[src/rtl/axi128_pkg.sv]
// Shared widths, skid-buffer state and response codes for the 128-bit AXI
// register slice.
package axi128_pkg;

    localparam int AXI_DATA_W = 128;
    localparam int AXI_STRB_W = 16;
    localparam int AXI_ID_W   = 8;
    localparam int AXI_ADDR_W = 40;

    typedef enum logic [1:0] {
        SKID_EMPTY = 2'd0,
        SKID_ONE   = 2'd1,
        SKID_TWO   = 2'd2
    } skid_state_e;

    localparam logic [1:0] OKAY = 2'b00;

endpackage

[src/rtl/axi_skid_buf.sv]
// Two-entry skid buffer: source ready and sink valid/payload come straight
// from flops, so neither side sees a combinational path through the slice.
module axi_skid_buf
    import axi128_pkg::*;
#(
    parameter int WIDTH = 8
) (
    input  logic             pll_core_cpuclk,
    input  logic             pad_cpu_rst_b,
    input  logic             src_valid,
    input  logic [WIDTH-1:0] src_data,
    output logic             src_ready,
    output logic             snk_valid,
    output logic [WIDTH-1:0] snk_data,
    input  logic             snk_ready
);

    skid_state_e      state;
    logic [WIDTH-1:0] skid_q;
    logic             push;
    logic             pop;

    assign push = src_valid & src_ready;
    assign pop  = snk_valid & snk_ready;

    always_ff @(posedge pll_core_cpuclk or negedge pad_cpu_rst_b) begin
        if (!pad_cpu_rst_b) begin
            state     <= SKID_EMPTY;
            src_ready <= 1'b1;
            snk_valid <= 1'b0;
            snk_data  <= '0;
            skid_q    <= '0;
        end else begin
            case (state)
                SKID_EMPTY: begin
                    if (push) begin
                        snk_data  <= src_data;
                        snk_valid <= 1'b1;
                        state     <= SKID_ONE;
                    end
                end
                SKID_ONE: begin
                    if (push && !pop) begin
                        skid_q    <= src_data;
                        src_ready <= 1'b0;
                        state     <= SKID_TWO;
                    end else if (push) begin
                        snk_data <= src_data;
                    end else if (pop) begin
                        snk_valid <= 1'b0;
                        state     <= SKID_EMPTY;
                    end
                end
                SKID_TWO: begin
                    // ready is low here, so only a drain can happen
                    if (pop) begin
                        snk_data  <= skid_q;
                        src_ready <= 1'b1;
                        state     <= SKID_ONE;
                    end
                end
                default: begin
                    src_ready <= 1'b1;
                    snk_valid <= 1'b0;
                    state     <= SKID_EMPTY;
                end
            endcase
        end
    end

endmodule

[src/rtl/axi_reg_slice128.sv]
// 128-bit AXI register slice, one skid buffer per channel.
// Define AXI_SLICE_R_PIPE_EN to register the R channel; otherwise R passes through.
module axi_reg_slice128
    import axi128_pkg::*;
#(
    parameter int SV48_CONFIG = 0
) (
    input  logic                              pll_core_cpuclk,
    input  logic                              pad_cpu_rst_b,

    input  logic                              awvalid_m,
    input  logic [AXI_ADDR_W+SV48_CONFIG-1:0] awaddr_m,
    input  logic [AXI_ID_W-1:0]               awid_m,
    input  logic [7:0]                        awlen_m,
    input  logic [2:0]                        awsize_m,
    input  logic [1:0]                        awburst_m,
    input  logic [3:0]                        awcache_m,
    input  logic [2:0]                        awprot_m,
    output logic                              awready_m,

    input  logic                              wvalid_m,
    input  logic [AXI_DATA_W-1:0]             wdata_m,
    input  logic [AXI_STRB_W-1:0]             wstrb_m,
    input  logic [AXI_ID_W-1:0]               wid_m,
    input  logic                              wlast_m,
    output logic                              wready_m,

    input  logic                              arvalid_m,
    input  logic [AXI_ADDR_W-1:0]             araddr_m,
    input  logic [AXI_ID_W-1:0]               arid_m,
    input  logic [7:0]                        arlen_m,
    input  logic [2:0]                        arsize_m,
    input  logic [1:0]                        arburst_m,
    input  logic [3:0]                        arcache_m,
    input  logic [2:0]                        arprot_m,
    output logic                              arready_m,

    output logic                              bvalid_m,
    output logic [AXI_ID_W-1:0]               bid_m,
    output logic [1:0]                        bresp_m,
    input  logic                              bready_m,

    output logic                              rvalid_m,
    output logic [AXI_DATA_W-1:0]             rdata_m,
    output logic [AXI_ID_W-1:0]               rid_m,
    output logic [1:0]                        rresp_m,
    output logic                              rlast_m,
    input  logic                              rready_m,

    output logic                              awvalid_s0,
    output logic [AXI_ADDR_W+SV48_CONFIG-1:0] awaddr_s0,
    output logic [AXI_ID_W-1:0]               awid_s0,
    output logic [7:0]                        awlen_s0,
    output logic [2:0]                        awsize_s0,
    output logic [1:0]                        awburst_s0,
    output logic [3:0]                        awcache_s0,
    output logic [2:0]                        awprot_s0,
    input  logic                              awready_s0,

    output logic                              wvalid_s0,
    output logic [AXI_DATA_W-1:0]             wdata_s0,
    output logic [AXI_STRB_W-1:0]             wstrb_s0,
    output logic [AXI_ID_W-1:0]               wid_s0,
    output logic                              wlast_s0,
    input  logic                              wready_s0,

    output logic                              arvalid_s0,
    output logic [AXI_ADDR_W-1:0]             araddr_s0,
    output logic [AXI_ID_W-1:0]               arid_s0,
    output logic [7:0]                        arlen_s0,
    output logic [2:0]                        arsize_s0,
    output logic [1:0]                        arburst_s0,
    output logic [3:0]                        arcache_s0,
    output logic [2:0]                        arprot_s0,
    input  logic                              arready_s0,

    input  logic                              bvalid_s0,
    input  logic [AXI_ID_W-1:0]               bid_s0,
    input  logic [1:0]                        bresp_s0,
    output logic                              bready_s0,

    input  logic                              rvalid_s0,
    input  logic [AXI_DATA_W-1:0]             rdata_s0,
    input  logic [AXI_ID_W-1:0]               rid_s0,
    input  logic [1:0]                        rresp_s0,
    input  logic                              rlast_s0,
    output logic                              rready_s0
);

    localparam int AW_W = AXI_ADDR_W + SV48_CONFIG + AXI_ID_W + 20;
    localparam int W_W  = AXI_DATA_W + AXI_STRB_W + AXI_ID_W + 1;
    localparam int AR_W = AXI_ADDR_W + AXI_ID_W + 20;
    localparam int B_W  = AXI_ID_W + 2;

    logic [AW_W-1:0] aw_q;
    logic [W_W-1:0]  w_q;
    logic [AR_W-1:0] ar_q;
    logic [B_W-1:0]  b_q;

    axi_skid_buf #(.WIDTH(AW_W)) u_aw (
        .pll_core_cpuclk (pll_core_cpuclk),
        .pad_cpu_rst_b   (pad_cpu_rst_b),
        .src_valid       (awvalid_m),
        .src_data        ({awaddr_m, awid_m, awlen_m, awsize_m,
                           awburst_m, awcache_m, awprot_m}),
        .src_ready       (awready_m),
        .snk_valid       (awvalid_s0),
        .snk_data        (aw_q),
        .snk_ready       (awready_s0)
    );

    assign {awaddr_s0, awid_s0, awlen_s0, awsize_s0,
            awburst_s0, awcache_s0, awprot_s0} = aw_q;

    axi_skid_buf #(.WIDTH(W_W)) u_w (
        .pll_core_cpuclk (pll_core_cpuclk),
        .pad_cpu_rst_b   (pad_cpu_rst_b),
        .src_valid       (wvalid_m),
        .src_data        ({wdata_m, wstrb_m, wid_m, wlast_m}),
        .src_ready       (wready_m),
        .snk_valid       (wvalid_s0),
        .snk_data        (w_q),
        .snk_ready       (wready_s0)
    );

    assign {wdata_s0, wstrb_s0, wid_s0, wlast_s0} = w_q;

    axi_skid_buf #(.WIDTH(AR_W)) u_ar (
        .pll_core_cpuclk (pll_core_cpuclk),
        .pad_cpu_rst_b   (pad_cpu_rst_b),
        .src_valid       (arvalid_m),
        .src_data        ({araddr_m, arid_m, arlen_m, arsize_m,
                           arburst_m, arcache_m, arprot_m}),
        .src_ready       (arready_m),
        .snk_valid       (arvalid_s0),
        .snk_data        (ar_q),
        .snk_ready       (arready_s0)
    );

    assign {araddr_s0, arid_s0, arlen_s0, arsize_s0,
            arburst_s0, arcache_s0, arprot_s0} = ar_q;

    axi_skid_buf #(.WIDTH(B_W)) u_b (
        .pll_core_cpuclk (pll_core_cpuclk),
        .pad_cpu_rst_b   (pad_cpu_rst_b),
        .src_valid       (bvalid_s0),
        .src_data        ({bid_s0, bresp_s0}),
        .src_ready       (bready_s0),
        .snk_valid       (bvalid_m),
        .snk_data        (b_q),
        .snk_ready       (bready_m)
    );

    assign {bid_m, bresp_m} = b_q;

`ifdef AXI_SLICE_R_PIPE_EN
    localparam int R_W = AXI_DATA_W + AXI_ID_W + 3;

    logic [R_W-1:0] r_q;

    axi_skid_buf #(.WIDTH(R_W)) u_r (
        .pll_core_cpuclk (pll_core_cpuclk),
        .pad_cpu_rst_b   (pad_cpu_rst_b),
        .src_valid       (rvalid_s0),
        .src_data        ({rdata_s0, rid_s0, rresp_s0, rlast_s0}),
        .src_ready       (rready_s0),
        .snk_valid       (rvalid_m),
        .snk_data        (r_q),
        .snk_ready       (rready_m)
    );

    assign {rdata_m, rid_m, rresp_m, rlast_m} = r_q;
`else
    // Read data returns with zero added latency in this build
    assign rvalid_m  = rvalid_s0;
    assign rdata_m   = rdata_s0;
    assign rid_m     = rid_s0;
    assign rresp_m   = rresp_s0;
    assign rlast_m   = rlast_s0;
    assign rready_s0 = rready_m;
`endif

endmodule
[config.mk]
export PLATFORM = sky130hd
export DESIGN_NAME = axi_reg_slice128
export DESIGN_NICKNAME = d
export VERILOG_FILES = /design/src/rtl/axi128_pkg.sv /design/src/rtl/axi_skid_buf.sv /design/src/rtl/axi_reg_slice128.sv
export SDC_FILE = /design/constraint.sdc
export NUM_CORES = 1
export LEC_CHECK = 0
export ABC_CLOCK_PERIOD_IN_PS = 2100
export BUFFER_PORTS_ARGS = -buffer_cell sky130_fd_sc_hd__buf_2
export CAP_MARGIN = 0
export CORE_AREA = 2 2 346 348
export DETAILED_ROUTE_END_ITERATION = 8
export DIE_AREA = 0 0 348 350
export GPL_TIMING_DRIVEN = 0
export REMOVE_ABC_BUFFERS = 1
export SYNTH_ARGS = -nofsm -noshare
export SYNTH_HDL_FRONTEND = slang
export SYNTH_SLANG_ARGS = --single-unit
[constraint.sdc]
create_clock -name pll_core_cpuclk -period 2.1 [get_ports pll_core_cpuclk]
set_clock_uncertainty 0.05 [all_clocks]
set_input_delay 0.105 -clock pll_core_cpuclk [delete_from_list [all_inputs] [get_ports pll_core_cpuclk]]
set_output_delay 0.105 -clock pll_core_cpuclk [all_outputs]
set_load 0.05 [all_outputs]
* Yosys cells after proc, flatten, opt, wreduce, memory -nomap -nowiden
Index checks and enable logic that the tools add are counted.
** Cells by class
- Equal/unequal tests :: 40
- Muxes and demuxes :: 72
- Bitwise operators :: 16
- Reductions and logical operators :: 36
** Operators with widths (count)
- $mux W153 :: 3
- $pmux W153 S3 :: 1
- $mux W68 :: 6
- $pmux W68 S3 :: 2
- $mux W2 :: 20
- $ne A2 B1 Y1 const B :: 16
- $mux W10 :: 3
- $pmux W10 S3 :: 1
- $mux W1 :: 24
- $pmux W1 S3 :: 8
- $pmux W2 S3 :: 4
- $reduce_and A3 Y1 :: 8
- $reduce_and A5 Y1 :: 4
- $ne A2 B2 Y1 const B :: 8
- $reduce_and A4 Y1 :: 4
- $ne A3 B1 Y1 const B :: 4
- $ne A3 B3 Y1 const B :: 4
- $reduce_bool A3 Y1 :: 4
- $and A1 B1 Y1 :: 8
- $eq A2 B1 Y1 const B :: 4
- $eq A2 B2 Y1 const B :: 4
- $logic_not A2 Y1 :: 4
- $not A1 Y1 :: 8
- $reduce_and A2 Y1 :: 4
- 2 further kinds :: 8
** Storage, ports and cells
- Flip-flop bits (word level) :: 614
- Bits of input ports :: 450
- Output and inout port bits :: 448
- Word-level logic and storage cells :: 184

* Depth between registers and ports, before layout
Gate-level depths: netlist of run 1.
- Depth in word-level cells :: 5
- Gate-level depth with buffers :: 7
- Gate-level depth less buffers :: 3

* By module
A second synthesis of run 1 with hierarchy kept.
** Unflattened totals
- Cell total of the unflattened synthesis :: 1824
- Area total of the unflattened synthesis :: 27959.3 µm²
** Modules (own cells, without submodules)
- axi_skid_buf at u_w :: instances 1, cells each 839, area an instance 13429.1 µm², seq. area each 7758.7 µm²
- axi_skid_buf at u_ar ... :: instances 2, cells each 384, area an instance 6187.2 µm², seq. area each 3504.6 µm²
- axi_skid_buf at u_b :: instances 1, cells each 76, area an instance 1097.3 µm², seq. area each 601.8 µm²
- axi_reg_slice128 :: instances 1, cells each 141, area an instance 1058.5 µm², seq. area each 0.0 µm²

* Worst setup path after synthesis of run 1
Ideal clock, no wire load.
- Path type :: flip-flop to flip-flop
- From :: register u_ar.snk_valid
- To :: register u_ar.snk_data[47]
- Library setup time :: 125 ps
- Data arrival time :: 1928 ps
- Data required time :: 1925 ps
- Slack :: -3 ps
- Cell stages (with the launch flop) :: 6
- Path buffers :: 2
- Period minus slack after synthesis :: 2103 ps
- Cell sequence :: dfrtp_1 > a21boi_2 > o32ai_2 > buf_2 > buf_4 > mux2_2
** Between the ends
- Word-level cells in the longest chain between the ends :: 5
- Elaborated cells between the ends (all ways) :: 6
- Classes of those cells :: eq/ne (2); bitwise (1); reduce/logical (3)
** Ends and longest elaborated chain
- start, declared :: RTL line axi_skid_buf.sv:13 : output logic snk_valid,
- start signal, assigned :: RTL line axi_skid_buf.sv:30 : snk_valid <= 1'b0;
- start signal, assigned :: RTL line axi_skid_buf.sv:38 : snk_valid <= 1'b1;
- start signal, assigned :: RTL line axi_skid_buf.sv:50 : snk_valid <= 1'b0;
- $and A1 B1 Y1 * :: RTL line axi_skid_buf.sv:24 : assign pop = snk_valid & snk_ready;
- $logic_not A1 Y1 :: RTL line axi_skid_buf.sv:43 : if (push && !pop) begin
- $logic_and A1 B1 Y1 :: RTL line axi_skid_buf.sv:43
- $ne A2 B2 Y1 (no line)
- $reduce_and A3 Y1 (no line) *
- end signal, assigned :: RTL line axi_skid_buf.sv:37 : snk_data <= src_data;
- end signal, assigned :: RTL line axi_skid_buf.sv:48 : snk_data <= src_data;
- end signal, assigned :: RTL line axi_skid_buf.sv:57 : snk_data <= skid_q;
- end, declared :: RTL line axi_skid_buf.sv:14 : output logic [WIDTH-1:0] snk_data,
Every way passes the cells marked *; elsewhere a longest branch is shown, timed or not.
A chain may end at the register's enable or synchronous reset.

* Final worst setup path of run 1
- From :: register u_w.src_ready
- To :: register u_w.skid_q[150]
** Between the ends
- Word-level cells in the longest chain between the ends :: 3
** Ends and longest elaborated chain
- start, declared :: RTL line axi_skid_buf.sv:12 : output logic src_ready,
- start signal, assigned :: RTL line axi_skid_buf.sv:29 : src_ready <= 1'b1;
- start signal, assigned :: RTL line axi_skid_buf.sv:45 : src_ready <= 1'b0;
- start signal, assigned :: RTL line axi_skid_buf.sv:58 : src_ready <= 1'b1;
- $and A1 B1 Y1 :: RTL line axi_skid_buf.sv:23 : assign push = src_valid & src_ready;
- $logic_and A1 B1 Y1 :: RTL line axi_skid_buf.sv:43
- $reduce_and A2 Y1 (no line)
- end signal, assigned :: RTL line axi_skid_buf.sv:44 : skid_q <= src_data;
- end, declared :: RTL line axi_skid_buf.sv:19 : logic [WIDTH-1:0] skid_q;
No other way between the ends.

==> impl_results.md, run 1 <==
- Worst setup SP type: flip-flop
- Critical Path RT: 2.58 ns
- Vias in the first global route: 19.03k
- Htree depth: 3
- Vias: 18.55k
- Clock Tree Buf Depth: 3
- Setup WS pre-CTS: -0.6934 ns
- Sink Count: 614
- Most frequent cells in the layout: mux2_2 (876), buf_2 (614), dfrtp_1 (606), dlygate4sd3_1 (312), clkbuf_16 (82)
- Synth Instances: 1827
- Clock latency on the worst-skew pair: 0.65 ns
- Final period utilization: 96.81%
- # nets final: 3124
- Final worst slack: 0.06707 ns
- R2R depth: 4
- Vias per cell: 4.345
- Slew @ Worst Pin: 0.7404 ns
- CTS root buf: clkbuf_16
- DIE HEIGHT: 350 um
- Placed cell area: 31960 um2
- GRT Residual Overflow: 0
- Die width: 348 um
- Die Area: 121800 um2
- Routed Antenna Nets: 0
- Final min period: 2.033 ns
- PortBufs: 615
- Row count: 126
- F_max: 491.9 MHz
- Final HPWL from detailed placement: 70090 um
- Drt pass-1 iters: 5
- Clk slew on worst S/H paths: 0.06 ns
- Routed WL: 99460 um
- Number of synthesized register bits: 614
- Post-synth ARST share: 100.0%
- Initial antenna violation count: 0
- Fin. max-slew vios: 0
- Gr usage total: 15.67%
- First-pass GRT wire length: 138000 um
- Syn Std Cell Area: 27700 um2
- Largest net degree at the start of global routing: 105
- Post-Syn Area per Cell: 15.16 um2
- Final hold slack: -0.5744 ns
- # IOs: 898
- Endpoint class of the critical path: flip-flop
- Share of cells above drive strength 1: 63.59%
- Total power: 0.04456 W
- Syn-to-layout area delta: 38.34%
- RSZ-0062 raised after global routing: no
- Main synth FF type: dfrtp_1
- GPL Wtd Cong: 0.7212
- Lkg Pwr: 18.54 nW
- TritonCTS buffer count: 75
- Slew headroom: 50.64%
- Hold Path Class: primary input to asynchronous set/reset pin
- Starting Density: 23.52%
- Unique masters post-synth: 28
- Final Non-Filler Cells: 4269
- Crit path kind: flip-flop to flip-flop
- Hold buffer count at cts: 313
- DRC viols: 0
- Post-placement cell count: 3775
- Maximum vdd drop: 0.0007455 V
- Hold Violations, Final: 155
- WP data arrival: 2.52 ns
- Ant. Diodes: 0
- Avg WL per Cell: 23.30 um
- DRT iter0 DRCs: 988
- Outcome: finished with violations
- Max-capacitance violation count: 0
- Seq/Total Area, Yosys: 55.49%
- Total core area: 117800 um2
- CTS tree: done
- Worst Path Max Fanout: 37
- Finished Cell Area: 38320 um2
- Synth warn: 0
- Pwr Density: 1163 nW/um2
- Commonest non-fill, non-tap cell in the layout: mux2_2
- Final setup vio count: 0
- Number of synthesized flops with an enable pin: 0
- Failing checks: hold timing
## final timing paths
check                                     from          endpoint  slack [ns]
max reg2reg                      u_w.src_ready   u_w.skid_q[150]        0.07
min in group pll_core_cpuclk      araddr_m[34]   u_ar.skid_q[62]        0.16
min                              pad_cpu_rst_b   u_ar.skid_q[55]       -0.57
max in group asynchronous        pad_cpu_rst_b  u_aw.snk_data[1]        0.49
min reg2reg                   u_w.snk_data[35]  u_w.snk_data[35]        0.45
max                              u_w.src_ready   u_w.skid_q[150]        0.07
## cell families (layout without fill, tap and decap cells)
logic type / Yosys count / in the layout / share of synthesized area [%]
flip-flops: 614 / 614 / 55.49
buffers and inverters: 243 / 1147 / 5.873
multiplexers: 901 / 901 / 36.89
AND/OR/NAND/NOR: 34 / 36 / 0.6956
AO/OA/AOI/OAI: 35 / 35 / 1.053
## report_power, final
part           internal (W)  leakage, nW  switching (W)
Sequential           0.0151         8.13        0.00149
Combinational       0.00452         9.15         0.0103
Clock               0.00769         1.25        0.00550
## flip-flops by register name, summed over array words and instances (netlist names), 10 cells and up
| name | cells |
|---|---|
| u_w.snk_data | 153 |
| u_w.skid_q | 153 |
| u_b.snk_data | 10 |
| u_aw.skid_q | 68 |
| u_aw.snk_data | 68 |
| u_b.skid_q | 10 |
| u_ar.snk_data | 68 |
| u_ar.skid_q | 68 |
## through the flow
stage / utilization, % / TNS (ns) / hold slack [ns]
3_5_place_dp: 27.14 / -144.24 / 0.1364
4_1_cts: 32.34 / 0 / -0.6041
6_report: 32.54 / 0 / -0.5744
2_1_floorplan: - / -1579.94 / -0.2406
3_3_place_gp: 26.40 / - / 0.1604
5_1_grt: 32.54 / 0 / -0.5683
## metal layers
metal,up-vias,global-route usage (%),part of all wire [%]
met4,20,6.193,3.6
met2,949,21.37,40
met5,-,7.732,1.3
met3,184,13.89,18
li1,8134,-,-
met1,9263,16.37,37
## layout make-up
class	count	area [um2]
clock inverter	22	287.8
sequential	614	15370
tap	1536	1922
multi-input combinational	972	10860
inverter	4	15.01
timing repair buffer	1007	7595
fill	11585	79450
clock buffer	114	2265
## critical path, stage by stage (launching register included)
cell,delay (ns)
dfstp_2,0.58
and3b_4,0.37
nand2_8,0.22
bufbuf_16,0.40
mux2_2,0.29
## synth_stat cells (all sizes together), types with 5 or more instances
| cell | count | area [um2] |
|---|---|---|
| a211o | 5 | 43.79 |
| a21boi | 8 | 67.56 |
| buf | 237 | 1604 |
| dfrtp | 610 | 15260 |
| mux2 | 897 | 10180 |
| nand2 | 12 | 47.55 |
| o21ai | 7 | 35.03 |
## repair_timing
action	CTS	global route
setup buffers	26	10
resized for setup	18	10
endpoints found under the setup margin	417	162
cloned	5	6
pin swaps	4	3
endpoints found under the hold margin	728	89
Power figures use the tool's default switching activity.
==> run 2, diff against run 1 <==
--- a/config.mk
+++ b/config.mk
@@ -8,9 +8,10 @@
 export ABC_CLOCK_PERIOD_IN_PS = 2100
 export BUFFER_PORTS_ARGS = -buffer_cell sky130_fd_sc_hd__buf_2
 export CAP_MARGIN = 0
-export CORE_AREA = 2 2 346 348
+export CORE_AREA = 5 5 349 351
+export CTS_BUF_LIST = sky130_fd_sc_hd__clkbuf_16
 export DETAILED_ROUTE_END_ITERATION = 8
-export DIE_AREA = 0 0 348 350
+export DIE_AREA = 0 0 354 356
 export GPL_TIMING_DRIVEN = 0
 export REMOVE_ABC_BUFFERS = 1
 export SYNTH_ARGS = -nofsm -noshare
==> run 2 against run 1 <==
  * The run ends with setup timing left
  * Sequential share of layout area decreased by 0.21 points
  * Design area increased by 0.54%
  * Non-clock buffer count increased by 12
  * Wire length increased by 4.4%
  * Power decreased by 1.2%
  * Register-to-register slack got worse by 0.21 ns
  * Clock power decreased by 6%
  * Sequential power about the same
  * First-iteration DRC count decreased by 13%
  * Maximum frequency decreased by 9.3%
  * Critical path depth increased by 5
==> impl_results.md, run 2 (synthesized netlist as in run 1, its figures left out) <==
- Slew @ Worst Pin: 0.6857 ns (-0.05473 ns)
- Routed WL: 103800 um (+4.4%)
- Fin. max-slew vios: 0 (unchanged)
- Most frequent cells in the layout: mux2_2 (850), buf_2 (614), dfrtp_1 (603), dlygate4sd3_1 (312), clkbuf_16 (79)
- RSZ-0062 raised after global routing: yes
- GRT busiest layer: met2
- Final min period: 2.243 ns (+0.2096 ns)
- Vias in the first global route: 19.85k (+4.3%)
- Row count: 127 (+0.79%)
- Lkg Pwr: 18.71 nW (+0.91%)
- Endpoint class of the critical path: flip-flop
- Die width: 354 um (+1.7%)
- First-pass GRT wire length: 146300 um (+6.0%)
- # nets final: 3138 (+0.45%)
- Critical Path RT: 2.56 ns (-0.02 ns)
- GPL Wtd Cong: 0.7526 (+4.4%)
- Met1 Use GR: 17.90% (+1.5 points)
- Drt pass-1 iters: 4 (-1)
- Final period utilization: 106.8% (+10 points)
- Final hold slack: 0.04622 ns (+0.6206 ns)
- Final worst slack: -0.1425 ns (-0.2096 ns)
- Clock Tree Buf Depth: 3 (unchanged)
- DRT iter0 DRCs: 858 (-13%)
- PortBufs: 615 (unchanged)
- DRC viols: 0 (unchanged)
- Met2 usage: 21.75% (+0.39 points)
- Initial antenna violation count: 5 (+5)
- Failing checks: setup timing
- Vias: 18.55k (-0.011%)
- Htree depth: 3 (unchanged)
- Max-capacitance violation count: 0 (unchanged)
- Gr usage total: 15.92% (+0.25 points)
- Final setup vio count: 110 (+110)
- Slew headroom: 53.88% (+3.2 points)
- F_max: 445.9 MHz (-9.3%)
- Outcome: finished with violations
- Sink Count: 614 (unchanged)
- Maximum vdd drop: 0.0008587 V (+15%)
- CTS root buf: clkbuf_16
- Avg WL per Cell: 24.14 um (+3.6%)
- Crit Reg-Reg Startpoint: u_w.src_ready
- Syn-to-layout area delta: 39.09%
- Largest regs: u_w.skid_q (153), u_w.snk_data (153)
- Vias per cell: 4.312 (-0.75%)
- Final HPWL from detailed placement: 71330 um (+1.8%)
- DIE HEIGHT: 356 um (+1.7%)
- GRT Residual Overflow: 0 (unchanged)
- Largest net degree at the start of global routing: 116 (+10%)
- Hold Path Class: primary input to asynchronous set/reset pin
- Total core area: 118700 um2 (+0.79%)
- TritonCTS buffer count: 74 (-1.3%)
- # IOs: 898 (unchanged)
- Clk slew on worst S/H paths: 0.06 ns (about the same)
- Routed Antenna Nets: 0 (unchanged)
- Crit path kind: flip-flop to flip-flop
- Hold Violations, Final: 0 (-100%)
- Worst setup SP type: flip-flop
- Share of cells above drive strength 1: 63.32% (-0.27 points)
- RR Endpoint: u_w.snk_data[104]
- Setup WS pre-CTS: -1.313 ns (-0.6196 ns)
- Die Area: 126000 um2 (+3.5%)
- Pwr Density: 1143 nW/um2 (-1.8%)
- Starting Density: 23.33% (-0.19 points)
- CTS tree: done
- Fillers: 11.64k (+0.48%)
- Clock latency on the worst-skew pair: 0.64 ns (about the same)
- R2R depth: 9 (+5)
- Routing usage on met3: 13.23% (-0.66 points)
- Setup slack, reg-to-reg: -0.14 ns (-0.21 ns)
- Worst Path Max Fanout: 8 (-78%)
- Commonest non-fill, non-tap cell in the layout: mux2_2
- WP data arrival: 2.70 ns (+0.18 ns)
run 2: changes by cell type in the layout (fill, tap and decap cells not counted), sizes merged, moves of 4 or more:
| cell | change |
|---|---|
| clkbuf | -41 |
| inv | +18 |
| clkinv | +16 |
| buf | +10 |
| diode | +5 |
| clkinvlp | +4 |
run 2: final cells by class:
type / count / area, um2 / area share [%]
Inverter: 4 / 15.01 / 0.03897
Clock inverter: 62 / 496.7 / 1.289
Timing Repair Buffer: 1019 / 7839 / 20.35
Multi-Input combinational cell: 975 / 10990 / 28.54
Antenna cell: 5 / 12.51 / 0.03248
Clock buffer: 74 / 1852 / 4.807
Sequential cell: 614 / 15380 / 39.92
Tap cell: 1548 / 1937 / 5.028
run 2: worst max-delay path by stage:
stage / from / endpoint / slack (ns) / depth (start not counted)
floorplan: u_w.state[1] / u_w.snk_data[0] / -6.28 / 3
global placement: pad_cpu_rst_b / u_ar.snk_data[49] / -13.19 / 1
detailed placement: u_w.state[0] / u_w.snk_data[104] / -1.31 / 10
CTS: u_w.src_ready / u_w.snk_data[104] / -0.13 / 9
global route: u_w.src_ready / u_w.snk_data[104] / -0.19 / 9
finish: u_w.src_ready / u_w.snk_data[104] / -0.14 / 9
run 2: what timing repair did:
| item | CTS | global route |
|---|---|---|
| hold buffers | 312 | 0 |
| setup endpoints to repair | 423 | 245 |
| pin swaps | 7 | 4 |
| hold endpoints to repair | 767 | 0 |
| resized for setup | 48 | 25 |
| cloned | 13 | 3 |
| setup buffers | 38 | 10 |
run 2: critical path: stages (launching register included):
cell	delay (ns)
dfstp_2	0.56
nand2_4	0.06
o32ai_4	0.31
clkbuf_16	0.20
buf_16	0.10
buf_16	0.10
buf_16	0.12
buf_16	0.13
buf_16	0.14
mux2_4	0.30
run 2: metal layers:
metal / vias up / routed length, um
met3: 171 / 18010
met5: - / 1700
met2: 973 / 41160
met4: 20 / 2686
met1: 9249 / 40270
li1: 8135 / -
run 2: power breakdown:
part	total, W	switching [W]	internal [W]
sequential	0.0167	0.00156	0.0151
combinational	0.0150	0.0103	0.00465
clock	0.0124	0.00551	0.00690
run 2: metrics by stage:
step	instance area [um2]	util (%)	cells	TNS [ns]	power (W)
floorplan	26090	-	1588	-1579.94	0.02699
global placement	31100	26.20	3751	-	0.03090
detailed placement	32060	27.01	3787	-194.09	0.03120
CTS	38280	32.25	4283	-5.818	0.04446
global route	38520	32.45	4299	-13.96	0.04597
finish	38520	32.46	4301	-8.230	0.04401
